--- config.mk ---
export PLATFORM = sky130hd
export DESIGN_NAME = branch_resolve_unit_flat
export DESIGN_NICKNAME = d
export VERILOG_FILES = /design/src/rtl/branch_resolve_unit_if.sv /design/src/rtl/branch_resolve_unit.sv /design/src/flat_wrapper.sv
export SDC_FILE = /design/constraint.sdc
export NUM_CORES = 1
export LEC_CHECK = 0
export CAP_MARGIN = 40
export CORE_MARGIN = 4
export CORE_UTILIZATION = 48
export CTS_CLUSTER_SIZE = 8
export DETAILED_ROUTE_END_ITERATION = 10
export PLACE_DENSITY = 0.82
export SYNTH_ARGS = -nofsm -noshare
export SYNTH_HDL_FRONTEND = slang
export SYNTH_SLANG_ARGS = --single-unit
--- constraint.sdc ---
create_clock -name clk -period 3.2 [get_ports clk]
set_clock_uncertainty 0.1 [all_clocks]
set_input_delay 0.32 -clock clk [delete_from_list [all_inputs] [get_ports clk]]
set_output_delay 0.32 -clock clk [all_outputs]
set_load 0.005 [all_outputs]
--- src/rtl/branch_resolve_unit_if.sv ---
// ID-stage branch bus: instruction/operand inputs toward the resolver and the
// redirect, stall and counter outputs back to fetch.
interface branch_resolve_unit_if #(
  parameter int ADDR_W = 64,
  parameter int CNT_W  = 32
);
  logic              id_valid;
  logic [2:0]        id_brType;
  logic [ADDR_W-1:0] id_pc;
  logic [ADDR_W-1:0] id_imm;
  logic [3:0]        id_cond;
  logic [3:0]        flags_nzcv;
  logic              op_zero;
  logic              op_ready;
  logic              stall_o;
  logic              redirect;
  logic [ADDR_W-1:0] redirect_pc;
  logic              flush_ifid;
  logic [CNT_W-1:0]  branch_cnt;
  logic [CNT_W-1:0]  taken_cnt;
  logic [1:0]        dbg_state;

  // Handshake: a branch is consumed in a cycle where id_valid=1, the class is
  // valid and stall_o=0; while stall_o=1 the ID stage holds its inputs stable.
  modport slave (
    input  id_valid, id_brType, id_pc, id_imm, id_cond, flags_nzcv,
           op_zero, op_ready,
    output stall_o, redirect, redirect_pc, flush_ifid, branch_cnt,
           taken_cnt, dbg_state
  );

  modport master (
    output id_valid, id_brType, id_pc, id_imm, id_cond, flags_nzcv,
           op_zero, op_ready,
    input  stall_o, redirect, redirect_pc, flush_ifid, branch_cnt,
           taken_cnt, dbg_state
  );
endinterface

--- src/rtl/branch_resolve_unit.sv ---
// Resolves B / CBZ / CBNZ / B.cond in ID under predict-not-taken, stalling on
// late CBZ/CBNZ operands and issuing a one-cycle redirect + IF/ID flush.
module branch_resolve_unit #(
  parameter int ADDR_W = 64,
  parameter int CNT_W  = 32
) (
  input  logic                  clk,
  input  logic                  reset_n,
  branch_resolve_unit_if.slave  bus
);

  typedef enum logic [1:0] {
    S_IDLE  = 2'd0,
    S_WAIT  = 2'd1,
    S_REDIR = 2'd2
  } state_t;

  localparam logic [CNT_W-1:0] CNT_MAX = '1;

  state_t            r_state;
  state_t            w_next;
  logic [ADDR_W-1:0] r_redirect_pc;
  logic [CNT_W-1:0]  r_branch_cnt;
  logic [CNT_W-1:0]  r_taken_cnt;

  logic              w_n, w_z, w_c, w_v;
  logic              w_cond_true;
  logic              w_is_branch;
  logic              w_is_cb;
  logic              w_taken;
  logic              w_resolve;
  logic              w_stall;
  logic [ADDR_W-1:0] w_target;

  assign w_n = bus.flags_nzcv[3];
  assign w_z = bus.flags_nzcv[2];
  assign w_c = bus.flags_nzcv[1];
  assign w_v = bus.flags_nzcv[0];

  assign w_target = bus.id_pc + (bus.id_imm << 2);

  always_comb begin
    w_cond_true = 1'b0;
    case (bus.id_cond)
      4'h0:    w_cond_true = w_z;
      4'h1:    w_cond_true = !w_z;
      4'h2:    w_cond_true = w_c;
      4'h3:    w_cond_true = !w_c;
      4'h4:    w_cond_true = w_n;
      4'h5:    w_cond_true = !w_n;
      4'h6:    w_cond_true = w_v;
      4'h7:    w_cond_true = !w_v;
      4'h8:    w_cond_true = w_c && !w_z;
      4'h9:    w_cond_true = !(w_c && !w_z);
      4'hA:    w_cond_true = (w_n == w_v);
      4'hB:    w_cond_true = (w_n != w_v);
      4'hC:    w_cond_true = !w_z && (w_n == w_v);
      4'hD:    w_cond_true = !(!w_z && (w_n == w_v));
      default: w_cond_true = 1'b1;
    endcase
  end

  // Classes 101-111 fall through as "no branch".
  always_comb begin
    w_is_branch = 1'b0;
    w_is_cb     = 1'b0;
    w_taken     = 1'b0;
    if (bus.id_valid) begin
      case (bus.id_brType)
        3'b001: begin
          w_is_branch = 1'b1;
          w_taken     = 1'b1;
        end
        3'b010: begin
          w_is_branch = 1'b1;
          w_is_cb     = 1'b1;
          w_taken     = bus.op_zero;
        end
        3'b011: begin
          w_is_branch = 1'b1;
          w_is_cb     = 1'b1;
          w_taken     = !bus.op_zero;
        end
        3'b100: begin
          w_is_branch = 1'b1;
          w_taken     = w_cond_true;
        end
        default: ;
      endcase
    end
  end

  always_comb begin
    w_next    = r_state;
    w_stall   = 1'b0;
    w_resolve = 1'b0;
    case (r_state)
      S_IDLE: begin
        if (w_is_branch) begin
          if (w_is_cb && !bus.op_ready) begin
            w_stall = 1'b1;
            w_next  = S_WAIT;
          end else begin
            w_resolve = 1'b1;
          end
        end
      end
      S_WAIT: begin
        // A killed or vanished instruction drops out without being counted.
        if (!w_is_branch) begin
          w_next = S_IDLE;
        end else if (w_is_cb && !bus.op_ready) begin
          w_stall = 1'b1;
        end else begin
          w_resolve = 1'b1;
        end
      end
      S_REDIR: begin
        // ID holds the flush shadow this cycle; it is ignored entirely.
        w_next = S_IDLE;
      end
      default: w_next = S_IDLE;
    endcase
    if (w_resolve) begin
      w_next = w_taken ? S_REDIR : S_IDLE;
    end
  end

  always_ff @(posedge clk or negedge reset_n) begin
    if (!reset_n) begin
      r_state       <= S_IDLE;
      r_redirect_pc <= '0;
      r_branch_cnt  <= '0;
      r_taken_cnt   <= '0;
    end else begin
      r_state <= w_next;
      if (w_resolve) begin
        if (r_branch_cnt != CNT_MAX) begin
          r_branch_cnt <= r_branch_cnt + 1'b1;
        end
        if (w_taken) begin
          r_redirect_pc <= w_target;
          if (r_taken_cnt != CNT_MAX) begin
            r_taken_cnt <= r_taken_cnt + 1'b1;
          end
        end
      end
    end
  end

  // Stall is combinational on live ID inputs, so it is gated off during reset.
  assign bus.stall_o     = w_stall && reset_n;
  assign bus.redirect    = (r_state == S_REDIR);
  assign bus.flush_ifid  = (r_state == S_REDIR);
  assign bus.redirect_pc = r_redirect_pc;
  assign bus.branch_cnt  = r_branch_cnt;
  assign bus.taken_cnt   = r_taken_cnt;
  assign bus.dbg_state   = r_state;

endmodule

--- src/flat_wrapper.sv ---
// flat-port wrapper written by rule: the top's interface ports become plain ports
module branch_resolve_unit_flat 
#(
  parameter int ADDR_W = 64,
  parameter int CNT_W  = 32
)
  (clk, reset_n, bus_id_valid, bus_id_brType, bus_id_pc, bus_id_imm, bus_id_cond, bus_flags_nzcv, bus_op_zero, bus_op_ready, bus_stall_o, bus_redirect, bus_redirect_pc, bus_flush_ifid, bus_branch_cnt, bus_taken_cnt, bus_dbg_state);
  branch_resolve_unit_if #(.ADDR_W(ADDR_W), .CNT_W(CNT_W)) bus_i ();
  input  logic clk;
  input  logic reset_n;
  input wire logic [$bits(bus_i.id_valid)-1:0] bus_id_valid;
  input wire logic [$bits(bus_i.id_brType)-1:0] bus_id_brType;
  input wire logic [$bits(bus_i.id_pc)-1:0] bus_id_pc;
  input wire logic [$bits(bus_i.id_imm)-1:0] bus_id_imm;
  input wire logic [$bits(bus_i.id_cond)-1:0] bus_id_cond;
  input wire logic [$bits(bus_i.flags_nzcv)-1:0] bus_flags_nzcv;
  input wire logic [$bits(bus_i.op_zero)-1:0] bus_op_zero;
  input wire logic [$bits(bus_i.op_ready)-1:0] bus_op_ready;
  output wire logic [$bits(bus_i.stall_o)-1:0] bus_stall_o;
  output wire logic [$bits(bus_i.redirect)-1:0] bus_redirect;
  output wire logic [$bits(bus_i.redirect_pc)-1:0] bus_redirect_pc;
  output wire logic [$bits(bus_i.flush_ifid)-1:0] bus_flush_ifid;
  output wire logic [$bits(bus_i.branch_cnt)-1:0] bus_branch_cnt;
  output wire logic [$bits(bus_i.taken_cnt)-1:0] bus_taken_cnt;
  output wire logic [$bits(bus_i.dbg_state)-1:0] bus_dbg_state;
  assign bus_i.id_valid = bus_id_valid;
  assign bus_i.id_brType = bus_id_brType;
  assign bus_i.id_pc = bus_id_pc;
  assign bus_i.id_imm = bus_id_imm;
  assign bus_i.id_cond = bus_id_cond;
  assign bus_i.flags_nzcv = bus_flags_nzcv;
  assign bus_i.op_zero = bus_op_zero;
  assign bus_i.op_ready = bus_op_ready;
  assign bus_stall_o = bus_i.stall_o;
  assign bus_redirect = bus_i.redirect;
  assign bus_redirect_pc = bus_i.redirect_pc;
  assign bus_flush_ifid = bus_i.flush_ifid;
  assign bus_branch_cnt = bus_i.branch_cnt;
  assign bus_taken_cnt = bus_i.taken_cnt;
  assign bus_dbg_state = bus_i.dbg_state;
  branch_resolve_unit #(.ADDR_W(ADDR_W), .CNT_W(CNT_W)) u_core (.clk(clk), .reset_n(reset_n), .bus(bus_i));
endmodule
==> results of run 1 <==
[cell usage after synthesis, drive strengths merged (9+ instances only)]
library cell / instances
a21o: 25
a21oi: 78
a31oi: 9
and3: 27
and4: 11
buf: 10
clkbuf: 26
dfrtp: 130
ha: 63
inv: 20
nand2: 149
nand3: 33
nand4: 30
nor2: 51
o21a: 10
o21ai: 99
o21bai: 10
xnor2: 81
xor2: 43
[stage by stage]
| stage | instance area, um^2 | hold WS (ns) |
|---|---|---|
| after floorplan | 8900 | -0.0756 |
| after global placement | 12600 | 0.362 |
| after detailed placement | 12700 | 0.169 |
| after CTS | 13300 | 0.300 |
| after global routing | 13400 | 0.328 |
| final | 13400 | 0.323 |
[repair_timing]
item	4_1_cts	5_1_grt
setup buffers	0	2
setup endpoints to repair	4	11
endpoints found under the hold margin	10	0
gates resized for setup	3	13
pin swaps	1	8
hold buffers	1	0
[final cells by class]
type | count | area [um^2] | area share (%)
multi-input combinational | 821 | 5480 | 41.0
timing repair buffer | 390 | 3650 | 27.3
sequential | 130 | 3250 | 24.3
clock buffer | 17 | 425 | 3.18
tap | 229 | 287 | 2.14
clock inverter | 14 | 200 | 1.50
inverter | 20 | 75.1 | 0.561
[logic make-up (layout without fill, tap and decap cells)]
family	Yosys count	after routing
AOI/OAI and AO/OA	276	276
xor gates and xnor gates	124	124
adders and majority gates	64	64
buffers and inverters	56	441
DFF	130	130
muxes	11	11
and+or+nand+nor	346	346
[cells in the final DEF, fill, tap and decap left out, drive strengths merged, types with 33 or more instances in the layout]
cell,count
xor2,43
buf,116
a21oi,78
nor2,51
ha,63
clkdlybuf4s50,273
xnor2,81
nand3,33
nand2,149
o21ai,99
dfrtp,130
[flip-flops by register name, summed over array words and instances (netlist names)]
signal / cells
u_core.bus.branch_cnt: 32
u_core.bus.dbg_state: 2
u_core.bus.redirect_pc: 64
u_core.bus.taken_cnt: 32
[routing by layer]
layer  vias to the layer above  global-route usage [%]
li1                       4376                       -
met1                      4267                    36.0
met2                       382                    48.0
met3                        61                    5.75
met4                         2                    8.10
met5                         -                       0
[worst register-to-register path, stage by stage, from the launching register on]
cell and delay, ns:
dfrtp_1 0.45, and4_1 0.32, and4_1 0.34, and4_1 0.28
nand4_1 0.17, nor3_2 0.46, nor2_4 0.05, and3_1 0.25
and4_1 0.24, xor2_1 0.15
[where the power goes]
| part | leakage, nW | internal, mW | switching, mW |
|---|---|---|---|
| registers | 1.70 | 2.00 | 0.261 |
| logic | 3.99 | 1.39 | 1.06 |
| clock network | 0.309 | 1.31 | 0.821 |
[worst min-delay path by stage]
| stage | to | slack [ns] | startpoint | cells after the start |
|---|---|---|---|---|
| after floorplan | u_core.bus.branch_cnt[0]$_DFFE_PN0P_ | -0.08 | reset_n | 0 |
| final | u_core.bus.taken_cnt[15]$_DFFE_PN0P_ | 0.32 | reset_n | 3 |
| after detailed placement | u_core.bus.taken_cnt[22]$_DFFE_PN0P_ | 0.17 | reset_n | 2 |
| after CTS | u_core.bus.taken_cnt[15]$_DFFE_PN0P_ | 0.30 | reset_n | 3 |
| after global placement | u_core.bus.redirect_pc[24]$_DFFE_PN0P_ | 0.36 | u_core.bus.redirect_pc[24]$_DFFE_PN0P_ | 2 |
| after global routing | u_core.bus.taken_cnt[31]$_DFFE_PN0P_ | 0.33 | reset_n | 3 |
==> impl_metrics.ini, run 1 <==
[cts]
clockBufferDepth = 2
htree_num_levels = 4
cts_buffers = 17
worstSkewPairLatency_ns = 0.42
cts_root_buf = clkbuf_16
cts_tree = yes
clock_sinks = 130
clk_pin_slew_ns = 0.06

[floorplan]
die_w_um = 144
dieArea_um2 = 20800
die_y_um = 144
coreArea_um2 = 18100
io_pins = 277
rows = 49
start_util_pct = 49.2

[sta]
min_period_over_period_pct = 96.7
fin_crit_ns = 3.09
fin_ws_ns = 0.106
setup_tns_ns = 0
slew_headroom_pct = 44.4
report.final.slew_viol_count = 0
setup_violations = 0
max_freq_mhz = 323
rsz0062_at_grt = no
hold_viol = 0
tightest_slew_ns = 0.834

[synthesis]
synth_compound_area_share_pct = 18.8
synth_edf_count = 0
syn_area_per_cell_um2 = 8.84
synth-simple-area-share_pct = 19.4
synth_warnings = 0
synth_top_family_by_area = simple AND/OR/NAND/NOR gates
synth_fa_ha_area_share_pct = 9.08
synth-main-ff-cell = dfrtp_1
synth_area_leaders = dfrtp_1 37%, ha_1 8.9%, xnor2_1 8.0%
synth.distinct_cells = 71
ys_seq_area_share_pct = 36.6
synth_mux_area_share_pct = 1.34
synth_nets = 1215
synthArstFlopShare_pct = 100
synth-seq-cells = 130
netlist_area_um2 = 8900
postSynthCellCount = 1007
synth_xor_xnor_area_share_pct = 12.2
synth_top_area_cell = dfrtp_1
synth.top_cell.area_share_pct = 36.6

[flow_run]
max_cap_viol_count = 0

[detailed_routing]
vias = 9088
met3_length_um = 2090
met1_length_um = 12100
top_layer = met5
postRouteAntennaNets = 0
drt_wl_total_um = 29300
vias_per_cell = 5.61
first_pass_iters = 5
wire_per_inst_um = 18.1
drc = 0
route.met2.wl_um = 14200
drt_iter0_markers = 501

[final_layout]
drive_above_1_share_pct = 13.2
antenna_cells = 0
area_growth_pct = 50.3
nFillCells = 1345
finalNetCount = 1588
fin_util_pct = 73.9
instances_no_fill = 1621

[setup_path]
cp-end-kind = flop
cp.depth = 15
rrSetupSlack_ns = 0.26
r2r_start = u_core.bus.taken_cnt[12]$_DFFE_PN0P_
slowest_delay_ns = 0.47
critPathCapture = u_core.bus.redirect_pc[60]$_DFFE_PN0P_
crit_buf_inv = 3
start_kind = input port
path_cells = clkdlybuf4s50_1 > ha_2 > inv_1 > fa_2 > nor2b_4 > o31a_1 > o31ai_4 > a211oi_2 > o311ai_4 > o31ai_2 > buf_4 > a21o_1 > a21oi_2 > xnor2_1 > mux2_2
crit_start = bus_id_pc[2]
cp_top_family = compound AO/OA/AOI/OAI gates
reg2regPathDepth = 9
r2r-end = u_core.bus.taken_cnt[21]$_DFFE_PN0P_
cpMaxStageDelayCell = clkdlybuf4s50_1
cp_max_fo = 4
critPathRequiredTime_ns = 3.41
worst_ep_arrival_time_ns = 3.30
crit_type = in -> reg

[placed_design]
dp_cells = 1588
place_hpwl_um = 22800
place_ws_ns = -0.552
io_buffers = 274
place.gp.congestion = 0.943

[global_routing]
grt_pass1_vias = 9081
grt_antenna_before_repair = 1
grt_max_degree = 100
grt_overflow = 0
track_usage_pct = 28.0
grt_pass1_wl_um = 46400

[outcome]
status = finished clean

[power_and_ir_drop]
power.density_nw_per_um2 = 513
finalPower_mw = 6.85
p_leak_nw = 6.01
vdd_drop_max_uv = 420

[min_path]
worstHoldPathType = in -> async
Note: power is estimated with default switching activity, not from simulation.
==> inputs of run 2 (changes only) <==
--- a/config.mk
+++ b/config.mk
@@ -7,10 +7,10 @@
 export LEC_CHECK = 0
 export CAP_MARGIN = 40
 export CORE_MARGIN = 4
-export CORE_UTILIZATION = 48
+export CORE_UTILIZATION = 40
 export CTS_CLUSTER_SIZE = 8
 export DETAILED_ROUTE_END_ITERATION = 10
-export PLACE_DENSITY = 0.82
+export PLACE_DENSITY = 0.71
 export SYNTH_ARGS = -nofsm -noshare
 export SYNTH_HDL_FRONTEND = slang
 export SYNTH_SLANG_ARGS = --single-unit
==> run 2 against run 1 <==
Against the previous run:
- cell area increased by 1.2%
- total power increased by 0.69%
- first-iteration DRC count decreased by 9.6%
- highest routed layer unchanged
- fmax decreased by 0.89%
- count of clock-buffer cells in the layout unchanged
- worst setup slack got worse by 0.028 ns
- hold slack got worse by 0.14 ns
==> impl_metrics.ini, run 2 (same netlist as run 1, synthesis figures left out) <==
[final_layout]
nFillCells = 1869
finalNetCount = 1589
area_growth_pct = 52.1
largest_register_ffs = 64
drive_above_1_share_pct = 13.9
final_common_cell = clkdlybuf4s50_1
final_cell_mix = 271 x clkdlybuf4s50_1, 147 x nand2_1, 130 x dfrtp_1, 113 x buf_4, 92 x o21ai_0
instances_no_fill = 1674
fin_area_um2 = 13500
fin_util_pct = 62.0

[power_and_ir_drop]
power.density_nw_per_um2 = 510
p_leak_nw = 6.04
vdd_drop_max_uv = 281
finalPower_mw = 6.90

[setup_path]
cp-end-kind = flop
cpMostUsedCell = o21ai_0
cp_max_fo = 5
start_kind = input port
worst_ep_arrival_time_ns = 3.31
rrSetupSlack_ns = 0.23
critPathRequiredTime_ns = 3.39
crit_type = in -> reg
path_cells = clkdlybuf4s50_1 > ha_2 > o21ai_0 > o21ai_0 > or4b_4 > o21ai_2 > nor4_1 > buf_4 > or3_1 > nand2_4 > a31oi_2 > xnor2_1 > o21ai_0
slowest_delay_ns = 0.53
reg2regPathDepth = 10
cpMaxStageDelayCell = or4b_4

[placed_design]
placed_cell_area_um2 = 12700
place_ws_ns = -0.659
dp_cells = 1635
place_hpwl_um = 22900
io_buffers = 274
place.gp.congestion = 0.934

[floorplan]
die_y_um = 157
io_pins = 277
dieArea_um2 = 24700
rows = 54
coreArea_um2 = 21800
start_util_pct = 40.8
die_w_um = 157

[detailed_routing]
vias_per_cell = 5.31
wire_per_inst_um = 17.2
postRouteAntennaNets = 0
first_pass_iters = 5
drt_iter0_markers = 453
vias = 8886
drc = 0
drt_wl_total_um = 28800

[cts]
cts_root_buf = clkbuf_16
cts_tree = yes
clock_sinks = 130
htree_num_levels = 4
cts_buffers = 17
clk_pin_slew_ns = 0.06
clockBufferDepth = 2
worstSkewPairLatency_ns = 0.42

[sta]
fin_crit_ns = 3.12
fin_ws_ns = 0.0783
report.final.slew_viol_count = 0
min_period_over_period_pct = 97.6
hold_viol = 0
max_freq_mhz = 320
setup_tns_ns = 0
slew_headroom_pct = 53.3
whs_ns = 0.182
setup_violations = 0
tightest_slew_ns = 0.701

[flow_run]
max_cap_viol_count = 0

[global_routing]
grt_max_degree = 52
grt_pass1_wl_um = 44700
grt_antenna_before_repair = 2
grt_pass1_vias = 8664
grt_overflow = 0
track_usage_pct = 22.7

[outcome]
status = finished clean

[min_path]
worstHoldPathType = in -> async
[run 2: cell count changes in the layout (fill, tap and decap cells not counted), sizes merged]
cell           before  now
clkdlybuf4s50     273  271
dlymetal6s2s        0    2
buf               116  117
bufinv              4    5
diode               0    1
inv                25   24
[run 2: repair_timing]
action                                  CTS  global route
setup buffers                             0             6
hold endpoints to repair                 35             0
gates resized for setup                   3            29
pin swaps                                 1            15
endpoints found under the setup margin    8            23
hold buffers                              1             0
[run 2: worst max-delay path: cells and delay by family]
family                   cells  cell delay [ns]
AO/OA/AOI/OAI                5             0.74
XOR/XNOR                     1             0.14
adder cells (fa/ha/maj)      1             0.37
buffers and inverters        2             0.57
AND/OR/NAND/NOR              4             1.15
[run 2: metal layers]
layer  part of all wire, %  track usage, %
met3                   6.3            4.23
met2                    47            37.2
met5                 0.038               0
met4                   2.5            7.29
met1                    44            30.5
[run 2: layout make-up]
cell class	count	area, um^2	share of cell area (%)
Multi-Input combinational cell	821	5530	40.9
Clock inverter	14	228	1.68
Inverter	20	75.1	0.555
Sequential cell	130	3250	24.0
Timing Repair Buffer	391	3670	27.1
Antenna cell	1	2.50	0.0185
Tap cell	280	350	2.59
Clock buffer	17	425	3.14
[run 2: power by group]
group	leakage [nW]	switching [mW]	internal, mW
logic	4.02	1.06	1.39
registers	1.70	0.259	2.00
clock network	0.320	0.793	1.40
total	6.04	2.11	4.79
[run 2: worst paths after layout]
kind / end / from
worst max-delay path: u_core.bus.redirect_pc[57]$_DFFE_PN0P_ / bus_id_pc[4]
worst min-delay path: u_core.bus.branch_cnt[25]$_DFFE_PN0P_ / reset_n
worst max register to register: u_core.bus.branch_cnt[25]$_DFFE_PN0P_ / u_core.bus.branch_cnt[20]$_DFFE_PN0P_
worst min register to register: u_core.bus.redirect_pc[13]$_DFFE_PN0P_ / u_core.bus.redirect_pc[13]$_DFFE_PN0P_
max in group asynchronous: u_core.bus.redirect_pc[36]$_DFFE_PN0P_ / reset_n
min in group clk: u_core.bus.redirect_pc[2]$_DFFE_PN0P_ / bus_id_pc[2]
